[src/rtl/hazard_scoreboard_unit_if.sv]
// ID-stage hazard interface: operand/pipeline-destination inputs, long-latency issue
// and the stall/scoreboard status returned to the pipeline.
interface hazard_scoreboard_unit_if #(
  parameter int unsigned REG_ADDR_W = 5,
  parameter int unsigned NUM_SRC    = 2,
  parameter int unsigned MAX_LAT    = 4,
  parameter int unsigned CNT_W      = 16
);
  localparam int unsigned LAT_W = $clog2(MAX_LAT + 1);

  logic                          id_valid;
  logic [NUM_SRC*REG_ADDR_W-1:0] id_src;
  logic [NUM_SRC-1:0]            id_src_check;
  logic [REG_ADDR_W-1:0]         exe_dest;
  logic                          exe_wb_en;
  logic                          exe_mem_read;
  logic [REG_ADDR_W-1:0]         mem_dest;
  logic                          mem_wb_en;
  logic                          issue_valid;
  logic [REG_ADDR_W-1:0]         issue_dest;
  logic [LAT_W-1:0]              issue_lat;
  logic                          hazard_detected;
  logic                          sb_busy;
  logic [CNT_W-1:0]              stall_count;

  modport master (
    output id_valid, id_src, id_src_check, exe_dest, exe_wb_en, exe_mem_read,
           mem_dest, mem_wb_en, issue_valid, issue_dest, issue_lat,
    input  hazard_detected, sb_busy, stall_count
  );

  modport slave (
    input  id_valid, id_src, id_src_check, exe_dest, exe_wb_en, exe_mem_read,
           mem_dest, mem_wb_en, issue_valid, issue_dest, issue_lat,
    output hazard_detected, sb_busy, stall_count
  );
endinterface

[src/rtl/hazard_scoreboard_unit.sv]
// ID-stage hazard detector: EXE/MEM destination matching, per-register countdown
// scoreboard for long-latency producers, and a saturating stall counter.
module hazard_scoreboard_unit #(
  parameter int unsigned REG_ADDR_W  = 5,
  parameter int unsigned NUM_SRC     = 2,
  parameter int unsigned MAX_LAT     = 4,
  parameter bit          FWD_EN      = 1'b0,
  parameter bit          ZERO_REG_EN = 1'b1,
  parameter int unsigned CNT_W       = 16
) (
  input logic                    clk,
  input logic                    rst,
  hazard_scoreboard_unit_if.slave bus
);
  localparam int unsigned LAT_W   = $clog2(MAX_LAT + 1);
  localparam int unsigned NUM_REG = 2 ** REG_ADDR_W;
  localparam logic [LAT_W-1:0] MaxLat = LAT_W'(MAX_LAT);

  logic [LAT_W-1:0]      sb_q [NUM_REG];
  logic [LAT_W-1:0]      sb_d [NUM_REG];
  logic [NUM_REG-1:0]    busy_vec;
  logic [LAT_W-1:0]      issue_l;
  logic                  issue_ok;
  logic [REG_ADDR_W-1:0] src [NUM_SRC];
  logic [NUM_SRC-1:0]    op_hit;
  logic                  hazard;
  logic [CNT_W-1:0]      cnt_q, cnt_d;

  always_comb begin
    issue_l  = (bus.issue_lat > MaxLat) ? MaxLat : bus.issue_lat;
    issue_ok = bus.issue_valid && (bus.issue_lat != '0) &&
               !(ZERO_REG_EN && (bus.issue_dest == '0));
  end

  // A reissue never shortens an in-flight countdown: keep the larger of the two.
  always_comb begin
    for (int r = 0; r < NUM_REG; r++) begin
      busy_vec[r] = (sb_q[r] != '0);
      sb_d[r]     = busy_vec[r] ? sb_q[r] - 1'b1 : '0;
      if (issue_ok && (bus.issue_dest == REG_ADDR_W'(r)) && (issue_l > sb_d[r])) begin
        sb_d[r] = issue_l;
      end
    end
  end

  always_comb begin
    for (int i = 0; i < NUM_SRC; i++) begin
      src[i]    = bus.id_src[i*REG_ADDR_W +: REG_ADDR_W];
      op_hit[i] = 1'b0;
      if (bus.id_valid && bus.id_src_check[i] && !(ZERO_REG_EN && (src[i] == '0))) begin
        op_hit[i] = busy_vec[src[i]] ||
                    (bus.exe_wb_en && (src[i] == bus.exe_dest) &&
                     (!FWD_EN || bus.exe_mem_read)) ||
                    (!FWD_EN && bus.mem_wb_en && (src[i] == bus.mem_dest));
      end
    end
    hazard = |op_hit;
  end

  always_comb begin
    cnt_d = cnt_q;
    if (hazard && (cnt_q != '1)) begin
      cnt_d = cnt_q + 1'b1;
    end
  end

  always_ff @(posedge clk or posedge rst) begin
    if (rst) begin
      sb_q  <= '{default: '0};
      cnt_q <= '0;
    end else begin
      sb_q  <= sb_d;
      cnt_q <= cnt_d;
    end
  end

  assign bus.hazard_detected = hazard;
  assign bus.sb_busy         = |busy_vec;
  assign bus.stall_count     = cnt_q;
endmodule

[src/flat_wrapper.sv]
// flat-port wrapper written by rule: the top's interface ports become plain ports
module hazard_scoreboard_unit_flat 
#(
  parameter int unsigned REG_ADDR_W  = 5,
  parameter int unsigned NUM_SRC     = 2,
  parameter int unsigned MAX_LAT     = 4,
  parameter bit          FWD_EN      = 1'b0,
  parameter bit          ZERO_REG_EN = 1'b1,
  parameter int unsigned CNT_W       = 16
)
  (clk, rst, bus_id_valid, bus_id_src, bus_id_src_check, bus_exe_dest, bus_exe_wb_en, bus_exe_mem_read, bus_mem_dest, bus_mem_wb_en, bus_issue_valid, bus_issue_dest, bus_issue_lat, bus_hazard_detected, bus_sb_busy, bus_stall_count);
  hazard_scoreboard_unit_if #(.REG_ADDR_W(REG_ADDR_W), .NUM_SRC(NUM_SRC), .MAX_LAT(MAX_LAT), .CNT_W(CNT_W)) bus_i ();
  input logic clk;
  input logic rst;
  input wire logic [$bits(bus_i.id_valid)-1:0] bus_id_valid;
  input wire logic [$bits(bus_i.id_src)-1:0] bus_id_src;
  input wire logic [$bits(bus_i.id_src_check)-1:0] bus_id_src_check;
  input wire logic [$bits(bus_i.exe_dest)-1:0] bus_exe_dest;
  input wire logic [$bits(bus_i.exe_wb_en)-1:0] bus_exe_wb_en;
  input wire logic [$bits(bus_i.exe_mem_read)-1:0] bus_exe_mem_read;
  input wire logic [$bits(bus_i.mem_dest)-1:0] bus_mem_dest;
  input wire logic [$bits(bus_i.mem_wb_en)-1:0] bus_mem_wb_en;
  input wire logic [$bits(bus_i.issue_valid)-1:0] bus_issue_valid;
  input wire logic [$bits(bus_i.issue_dest)-1:0] bus_issue_dest;
  input wire logic [$bits(bus_i.issue_lat)-1:0] bus_issue_lat;
  output wire logic [$bits(bus_i.hazard_detected)-1:0] bus_hazard_detected;
  output wire logic [$bits(bus_i.sb_busy)-1:0] bus_sb_busy;
  output wire logic [$bits(bus_i.stall_count)-1:0] bus_stall_count;
  assign bus_i.id_valid = bus_id_valid;
  assign bus_i.id_src = bus_id_src;
  assign bus_i.id_src_check = bus_id_src_check;
  assign bus_i.exe_dest = bus_exe_dest;
  assign bus_i.exe_wb_en = bus_exe_wb_en;
  assign bus_i.exe_mem_read = bus_exe_mem_read;
  assign bus_i.mem_dest = bus_mem_dest;
  assign bus_i.mem_wb_en = bus_mem_wb_en;
  assign bus_i.issue_valid = bus_issue_valid;
  assign bus_i.issue_dest = bus_issue_dest;
  assign bus_i.issue_lat = bus_issue_lat;
  assign bus_hazard_detected = bus_i.hazard_detected;
  assign bus_sb_busy = bus_i.sb_busy;
  assign bus_stall_count = bus_i.stall_count;
  hazard_scoreboard_unit #(.REG_ADDR_W(REG_ADDR_W), .NUM_SRC(NUM_SRC), .MAX_LAT(MAX_LAT), .FWD_EN(FWD_EN), .ZERO_REG_EN(ZERO_REG_EN), .CNT_W(CNT_W)) u_core (.clk(clk), .rst(rst), .bus(bus_i));
endmodule
[config.mk]
export PLATFORM = sky130hd
export DESIGN_NAME = hazard_scoreboard_unit_flat
export DESIGN_NICKNAME = d
export VERILOG_FILES = /design/src/rtl/hazard_scoreboard_unit_if.sv /design/src/rtl/hazard_scoreboard_unit.sv /design/src/flat_wrapper.sv
export SDC_FILE = /design/constraint.sdc
export NUM_CORES = 1
export LEC_CHECK = 0
export ABC_AREA = 1
export CORE_ASPECT_RATIO = 1.25
export CORE_MARGIN = 2
export CORE_UTILIZATION = 50
export CTS_BUF_LIST = sky130_fd_sc_hd__clkbuf_4 sky130_fd_sc_hd__clkbuf_8 sky130_fd_sc_hd__clkbuf_16
export DETAILED_ROUTE_END_ITERATION = 16
export PLACE_DENSITY = 0.69
export SLEW_MARGIN = 15
export SYNTH_ARGS = -nofsm -noshare
export SYNTH_HDL_FRONTEND = slang
export SYNTH_SLANG_ARGS = --single-unit
[constraint.sdc]
create_clock -name clk -period 9.25 [get_ports clk]
set_clock_uncertainty 0.15 [all_clocks]
set_input_delay 1.85 -clock clk [delete_from_list [all_inputs] [get_ports clk]]
set_output_delay 1.85 -clock clk [all_outputs]
set_load 0.02 [all_outputs]
==> impl_metrics.csv, run 1 <==
group,metric,value,unit
cells_and_area,nNetsFinal,1389,
logic_synthesis,synthArstFlopShare,100.0,%
setup_path,worstSetupPathType,"in -> out",
setup_path,critical_path.endpoint_type,"output port",
logic_synthesis,ys_ff_latch,112,
grt,grt_pass1_vias,8127,
placed_design,dp_hpwl,17.47,mm
job,timing.max_cap.violations,0,
clock_network,clk_pin_slew,0.07,ns
setup_path,worstSetupStartpointType,"input pin",
floorplan,die-area,18930,sq um
floorplan,start_util,50.97,%
logic_synthesis,ys_types,43,
detailed_routing,wl_per_cell,16.06,microns
grt,antenna_found_initial,1,
setup_path,crit_chain,"clkdlybuf4s50_1 -> inv_2 -> o22ai_1 -> nor3_1 -> nand4_1 -> nand2_1 -> inv_1 -> nand3_1 -> nand2_2 -> nand2_4 -> clkdlybuf4s50_1",
floorplan,ios,55,
setup_path,r2r_slack,6.90,ns
cells_and_area,nFillCells,1693,
timing,hold_violations,0,
clock_network,cts_setup_buffers,0,
cells_and_area,fin_cells,1488,
logic_synthesis,yosysWarnings,0,
logic_synthesis,synthTopCellsByArea,"dfrtp_1 31%, ha_1 13%, nand3_1 7.7%, nand2_1 7.6%, inv_1 6.3%",
grt,grt_overflow,0,
setup_path,cp.required,7.25,ns
power_and_ir_drop,p_leak,4.667,nW
logic_synthesis,synth_cells,1214,
timing,fin_crit,6.490,ns
clock_network,cts_tree,"done",
logic_synthesis,synth-edff-count,0,
setup_path,crit_fanout,21,
timing,rsz0062_at_grt,"false",
logic_synthesis,yosysTopAreaCell,"dfrtp_1",
logic_synthesis,netlist.area_leader.share,31.42,%
timing,maxSlewHeadroom,38.66,%
timing,worstMarginPinSlew,0.9201,ns
timing,fmax,0.1541,GHz
placed_design,gp_congestion,0.9584,
hold_path,hold_path.class,"reg -> reg",
power_and_ir_drop,power.density,149.6,nW/um^2
detailed_routing,final_antenna_net_count,0,
clock_network,hold_buffers,0,
logic_synthesis,yosysSeqAreaShare,31.42,%
floorplan,die_height,153.3,microns
grt,grt_max_degree,59,
clock_network,clock_latency,0.37,ns
detailed_routing,via_per_inst,5.694,
setup_path,crit_path_max_incr_delay,0.75,ns
logic_synthesis,syn_nets,1345,
timing,finalSetupViolations,0,
timing,maxSlewViolCount,0,
logic_synthesis,syn_area_per_cell,7.347,sq um
floorplan,num_rows,54,
placed_design,dp_cells,1471,
clock_network,clock_sinks,112,
clock_network,cts_buffers,9,
timing,tns,0,ns
cells_and_area,syn2layout_area_growth,10.80,%
grt,grt_usage,26.28,%
detailed_routing,wl,23.89,mm
clock_network,cts_root_buffer,"clkbuf_16",
detailed_routing,drt-pass1-iter-count,5,
grt,grt_pass1_wl,39.22,mm
detailed_routing,drc,0,
placed_design,io_buffer_count,53,
logic_synthesis,synth_ff_type,"dfrtp_1",
clock_network,cts_resized,0,
setup_path,cp_common_cell,"clkdlybuf4s50_1",
power_and_ir_drop,ir_worst_vdd,79.52,uV
setup_path,cp.arrival,4.49,ns
setup_path,cp_slowest_cell,"clkdlybuf4s50_1",
logic_synthesis,netlist_top_cells_count,"180 x nand2_1, 150 x inv_1, 146 x nor2_1",
logic_synthesis,synth.cell_area,8920,sq um
floorplan,coreArea,17500,sq um
timing,fin_crit_sh,70.16,%
logic_synthesis,synth.most_common_cell,"nand2_1",
clock_network,htree_levels,3,
detailed_routing,drtIter0Drc,492,
floorplan,die_w,123.5,microns
detailed_routing,vias,8473,
cells_and_area,drive_above_1_share,6.017,%
outcome,status,"completed",
clock_network,clock_path_buffers,2,
==> report_power, final <==
| group | internal, mW | total (mW) | leakage (nW) | switching (mW) |
|---|---|---|---|---|
| Clock | 0.191 | 0.385 | 0.135 | 0.194 |
| Sequential | 0.537 | 0.591 | 1.54 | 0.0535 |
| Combinational | 0.186 | 0.502 | 2.99 | 0.316 |
==> worst paths after layout <==
path,from,to,cells past startpoint
worst min-delay path,u_core.sb_q[93],u_core.sb_q[93],1
min in group asynchronous,rst,u_core.sb_q[3],2
max in group asynchronous,rst,u_core.sb_q[88],3
worst max register to register,u_core.sb_q[21],u_core.bus.stall_count[6],13
worst min register to register,u_core.sb_q[93],u_core.sb_q[93],1
worst max-delay path,bus_id_src[1],bus_hazard_detected,11
==> logic make-up (layout without fill, tap and decap cells) <==
kind of cell	Yosys count	count (layout)	share of synthesized area (%)
other cells	0	1	0
xor+xnor	13	13	1.276
flops	112	112	31.42
simple gates	548	548	27.77
compound gates	257	257	17.35
buf+inv	190	239	8.991
fa+ha+maj	94	94	13.19
==> critical path, delay by kind of cell <==
family                 cells  cell delay (ns)
and+or+nand+nor            6             0.71
buffers and inverters      4             1.79
AOI/OAI and AO/OA          1             0.12
==> flip-flops by register name (all words and copies together) (netlist names) <==
register,count
u_core.bus.stall_count,16
u_core.sb_q,96
==> final cells by class <==
type	count	area [sq um]	share of cell area [%]
inverters	162	610.6	6.178
repair buffers	61	585.6	5.925
clock buffers	10	239.0	2.418
multi-input cells	912	5320	53.83
diodes	1	2.502	0.02532
clock inverters	6	42.54	0.4304
flip-flops and latches	112	2803	28.36
well taps	224	280.3	2.836
==> placed cells by master, fill, tap and decap left out, types with 52 or more instances in the layout <==
cell             instances
a21oi_1                 83
clkdlybuf4s50_1         52
dfrtp_1                112
ha_1                    94
inv_1                  149
nand2_1                179
nand3_1                137
nor2_1                 145
o21ai_0                 74
==> through the flow <==
step / cell area [sq um] / worst slack (ns) / hold WS, ns / power [mW] / util (%)
global placement: 9599 / 2.865 / 0.3373 / 1.084 / 54.85
global route: 9881 / 2.617 / 0.3963 / 1.586 / 56.46
detailed placement: 9599 / 2.828 / 0.3416 / 1.100 / 54.85
floorplan: 8920 / 4.291 / 0.3186 / 0.9471 / -
finish: 9883 / 2.760 / 0.3553 / 1.478 / 56.48
CTS: 9881 / 2.820 / 0.3572 / 1.485 / 56.46
==> layer usage <==
layer	global-route usage [%]	share of wire, %	vias up
met5	0	0	-
met4	11.47	3.2	0
met3	4.067	5.1	53
met2	44.79	48	218
met1	32.39	44	3938
li1	-	-	4264
No activity file was read; power rests on OpenSTA's default activity.
==> inputs of run 2 (changes only) <==
--- a/config.mk
+++ b/config.mk
@@ -11,7 +11,7 @@
 export CORE_UTILIZATION = 50
 export CTS_BUF_LIST = sky130_fd_sc_hd__clkbuf_4 sky130_fd_sc_hd__clkbuf_8 sky130_fd_sc_hd__clkbuf_16
 export DETAILED_ROUTE_END_ITERATION = 16
-export PLACE_DENSITY = 0.69
+export PLACE_DENSITY = 0.72
 export SLEW_MARGIN = 15
 export SYNTH_ARGS = -nofsm -noshare
 export SYNTH_HDL_FRONTEND = slang
==> constraint.sdc (replaced) <==
create_clock -name clk -period 5.9 [get_ports clk]
set_clock_uncertainty 0.15 [all_clocks]
set_input_delay 1.18 -clock clk [delete_from_list [all_inputs] [get_ports clk]]
set_output_delay 1.18 -clock clk [all_outputs]
set_load 0.02 [all_outputs]
==> impl_metrics.csv, run 2 (synthesis results as in run 1) <==
group,metric,value,unit
outcome,status,"completed",
power_and_ir_drop,ir_worst_vdd,145.3,uV
placed_design,dp_hpwl,17.15,mm
setup_path,cp.arrival,3.78,ns
cells_and_area,layout_common_cells,"179 x nand2_1, 149 x inv_1, 145 x nor2_1",
cells_and_area,antennaDiodeCount,0,
floorplan,ios,55,
setup_path,cp_slowest_cell,"clkdlybuf4s50_1",
timing,fin_crit_sh,86.64,%
timing,fmax,0.1956,GHz
setup_path,crit_chain,"clkdlybuf4s50_1 -> inv_2 -> o22ai_1 -> nor3_1 -> nand4_1 -> nand2_1 -> inv_1 -> nand3_1 -> nand2_2 -> nand2_4 -> clkdlybuf4s50_1",
cells_and_area,syn2layout_area_growth,11.36,%
power_and_ir_drop,power.density,236.7,nW/um^2
setup_path,critical-path-top-delay-family,"buffers and inverters",
timing,finalSetupViolations,0,
timing,hold_violations,0,
clock_network,hold_buffers,0,
detailed_routing,final_antenna_net_count,0,
clock_network,clock_latency,0.36,ns
floorplan,num_rows,54,
grt,grt_overflow,0,
detailed_routing,vias,8643,
cells_and_area,layout_commonest_cell,"nand2_1",
clock_network,cts_buffers,9,
clock_network,cts_root_buffer,"clkbuf_16",
placed_design,gp_congestion,0.9518,
hold_path,hold_path.class,"reg -> reg",
floorplan,die-area,18930,sq um
clock_network,cts_resized,0,
timing,fin_crit,5.112,ns
placed_design,pre_cts_ws,0.8214,ns
timing,worstMarginPinSlew,1.193,ns
timing,maxSlewViolCount,0,
clock_network,htree_levels,3,
timing,rsz0062_at_grt,"false",
timing,maxSlewHeadroom,20.37,%
setup_path,crit_buf_inv,4,
setup_path,worstSetupPathType,"in -> out",
clock_network,cts_tree,"done",
clock_network,clock_path_buffers,2,
setup_path,crit_fanout,21,
cells_and_area,nNetsFinal,1390,
job,timing.max_cap.violations,0,
floorplan,start_util,50.97,%
floorplan,die_w,123.5,microns
setup_path,cp_common_cell,"clkdlybuf4s50_1",
cells_and_area,largest_reg_flops,96,
grt,antenna_found_initial,0,
detailed_routing,drt-pass1-iter-count,8,
grt,grt_max_degree,63,
detailed_routing,wl,24.06,mm
grt,grt_usage,25.80,%
setup_path,worstSetupStartpointType,"input pin",
setup_path,cp.required,4.57,ns
grt,grt_pass1_wl,38.78,mm
floorplan,die_height,153.3,microns
timing,tns,0,ns
setup_path,crit_path_max_incr_delay,0.72,ns
cells_and_area,fin_util,56.76,%
detailed_routing,wl_per_cell,16.17,microns
power_and_ir_drop,p_leak,4.694,nW
clock_network,clock_sinks,112,
grt,grt_pass1_vias,8122,
detailed_routing,drc,0,
cells_and_area,top_register,"u_core.sb_q",
timing,setup_ws,0.7883,ns
floorplan,coreArea,17500,sq um
detailed_routing,drtIter0Drc,601,
cells_and_area,drive_above_1_share,6.092,%
clock_network,clk_pin_slew,0.08,ns
detailed_routing,via_per_inst,5.808,
clock_network,cts_setup_buffers,0,
setup_path,critical_path.endpoint_type,"output port",
placed_design,io_buffer_count,53,
==> run 2: cell count changes in the layout (fill, tap and decap cells not counted) <==
cell and delta:
buf_4 -1, clkinvlp_4 -1, diode_2 -1, buf_12 +2, clkinv_2 -1, clkbuf_8 +3
inv_6 -1
==> run 2: path summary, 6_finish.rpt <==
| check | slack (ns) | to | startpoint | cells past startpoint |
|---|---|---|---|---|
| max | 0.79 | bus_hazard_detected | bus_id_src[1] | 11 |
| min | 0.36 | u_core.sb_q[93] | u_core.sb_q[93] | 1 |
| max reg2reg | 3.57 | u_core.bus.stall_count[6] | u_core.sb_q[18] | 15 |
| min reg2reg | 0.36 | u_core.sb_q[93] | u_core.sb_q[93] | 1 |
| max in group asynchronous | 3.78 | u_core.sb_q[60] | rst | 3 |
| min in group asynchronous | 1.23 | u_core.sb_q[77] | rst | 3 |
==> run 2: final cells by class <==
type / instances / area [sq um]
Timing Repair Buffer: 62 / 618.1
Clock buffer: 13 / 280.3
Inverter: 162 / 610.6
Tap cell: 224 / 280.3
Fill cell: 1664 / 7566
Clock inverter: 3 / 21.27
Sequential cell: 112 / 2803
Multi-Input combinational cell: 912 / 5320
==> run 2: per-stage QoR <==
step | instance area (sq um) | power, mW | hold WS, ns | instances
5_1_grt | 9933 | 2.498 | 0.3680 | 1488
3_5_place_dp | 9632 | 1.727 | 0.3371 | 1472
2_1_floorplan | 8920 | 1.485 | 0.3186 | 1214
6_report | 9933 | 2.351 | 0.3555 | 1488
4_1_cts | 9933 | 2.359 | 0.3477 | 1488
3_3_place_gp | 9632 | 1.703 | 0.3309 | 1472
==> run 2: worst register-to-register path, stage by stage, from the launching register on <==
cell and delay [ns]:
dfrtp_1 0.40, inv_1 0.06, nand2_1 0.07, nor2_1 0.32, nand2_1 0.10, nand3_1 0.10
nand3_1 0.10, nand3_1 0.11, nand2_1 0.06, nand2_1 0.07, nand3_2 0.07, nand2_2 0.08
nand2_4 0.16, nand2_4 0.26, nand2_1 0.09, nand2_1 0.07
==> run 2: routing by layer <==
metal  GRT usage [%]  share of wire (%)  up-vias  routed length (microns)
li1                -                  -     4250                        -
met1           32.07                 42     4069                    10050
met2           44.32                 50      274                    11960
met3           3.619                5.6       50                     1358
met4           10.44                2.9        0                      686
met5               0                  0        -                        0
==> run 2: power breakdown <==
| part | internal [mW] | leakage (nW) | switching (mW) |
|---|---|---|---|
| Sequential | 0.842 | 1.54 | 0.0852 |
| Combinational | 0.294 | 3.00 | 0.496 |
| Clock | 0.335 | 0.148 | 0.298 |
==> edit, RTL diff (flow settings as in run 2) <==
Reset style: synchronous (`rst`), changed in one clocked block.
--- a/src/rtl/hazard_scoreboard_unit.sv
+++ b/src/rtl/hazard_scoreboard_unit.sv
@@ -65,5 +65,5 @@
   end
 
-  always_ff @(posedge clk or posedge rst) begin
+  always_ff @(posedge clk) begin
     if (rst) begin
       sb_q  <= '{default: '0};
Formal check against the unedited RTL: differs if rst is asserted again (counterexample within 4 cycles, from zero or initial values and one cycle with rst high); with rst held inactive, the same outputs for 4 cycles.
==> edit against run 2 <==
- sequential cell count is the same
- count of clock-buffer cells in the layout fell by 3
- final cell count grew 5.4%
- routed wire length increased by 2.0%
- design area fell by 1.3%
- synthesized cell count is 7.5% higher
- synthesized area shrank 0.87%
- register-to-register slack lost 270 ps
- setup slack better by 70 ps
- critical endpoint unchanged
- largest cell class unchanged
Power is not compared: it rests on default switching activity, and its combinational part moved more than twofold at a synthesized area within 25%.
==> edit: results (changes against run 2) <==
.. list-table::
   :header-rows: 1

   * - Metric
     - Value
   * - Outcome
     - finished clean (unchanged)
   * - GRT Total Usage
     - 0.269 (was 0.258)
   * - Data-path buffer share of cell area in the final layout
     - 0.0615 (was 0.0622)
   * - Number of cell instances on the worst register-to-register path
     - 10 (was 15)
   * - Layout cell share with drive strength beyond 1
     - 0.0743 (was 0.0609)
   * - Iteration-0 DRC Markers
     - 552 (was 601)
   * - Worst reg2reg path endpoint
     - u_core.sb_q[60] (was u_core.bus.stall_count[6])
   * - Cell types occupying the most area after synthesis
     - dfxtp_1, ha_1, nand3_1 (was dfrtp_1, ha_1, nand3_1)
   * - Met1 track demand over resource in global routing
     - 0.347 (was 0.321)
   * - Hold wc startpoint
     - u_core.sb_q[95] (was u_core.sb_q[93])
   * - Post-Syn Area per Cell
     - 6.78 sq um (was 7.35 sq um)
   * - Number of multi-input combinational cells
     - 996 (was 912)
   * - Share of the yosys chip area belonging to registers
     - 0.254 (was 0.314)
   * - Clk cell area share
     - 0.0313 (was 0.0304)
   * - Hold path depth
     - 2 (was 1)
   * - Endpoint arrival time on the critical path
     - 3710 ps (was 3780 ps)
   * - Pin count of the biggest net entering global routing
     - 66 (was 63)
   * - Count of plain and timing-repair buffers
     - 64 (was 62)
   * - Via count of the first global-routing pass
     - 8335 (was 8122)
   * - Adder-cell share of the synthesized area
     - 0.133 (was 0.132)
   * - Relative slew margins
     - 0.227 (was 0.204)
   * - Register area
     - 2240 sq um (was 2800 sq um)
   * - Cell types with the highest counts after synthesis
     - nand2_1, nand3_1, nor2_1, inv_1, a21oi_1 (was nand2_1, inv_1, nor2_1, nand3_1, dfrtp_1)
   * - Global-route wire length before repair
     - 40400 um (was 38800 um)
   * - DR WL met2
     - 11800 um (was 12000 um)
   * - Vias per cell
     - 5.72 (was 5.81)
   * - Worst min-delay path endpoint
     - u_core.sb_q[95] (was u_core.sb_q[93])
   * - Worst reg2reg startpoint
     - u_core.sb_q[60] (was u_core.sb_q[18])
   * - Routed metal-1 wire length
     - 10900 um (was 10100 um)
   * - Worst setup slack for register-to-register paths
     - 3300 ps (was 3570 ps)
   * - Worst setup path startpoint
     - bus_id_src[0] (was bus_id_src[1])
   * - Post-Place Setup Slack
     - 879 ps (was 821 ps)
   * - Half-perimeter wire length of the detailed placement result
     - 17200 um (was 17100 um)
==> edit: cell types whose count changed in the layout (fill, tap and decap cells not counted), moves of 17 or more <==
cell,delta
a211oi_1,+40
a21oi_1,+49
dfrtp_1,-112
o21ai_0,+17
nand3_1,+26
nand2_1,+24
dfxtp_1,+112
o21a_1,-28
==> edit: report_power, final <==
part | internal (mW) | total (mW) | switching (mW)
Clock | 0.343 | 0.655 | 0.312
Combinational | 0.128 | 0.359 | 0.231
Sequential | 0.763 | 0.770 | 0.00694
Total | 1.23 | 1.78 | 0.550
==> edit: cells by family (layout without fill, tap and decap cells) <==
kind of cell | count (synthesis) | after routing
AOI/OAI and AO/OA | 313 | 313
xor gates and xnor gates | 2 | 2
adders and majority gates | 94 | 94
buffers and inverters | 197 | 237
DFF | 112 | 112
and+or+nand+nor | 587 | 587
==> edit: through the flow <==
stage	total power, mW	instance area, sq um
after floorplan	1.03	8840
after global placement	1.14	9500
after detailed placement	1.14	9500
after CTS	1.79	9800
after global routing	1.86	9800
final	1.78	9800
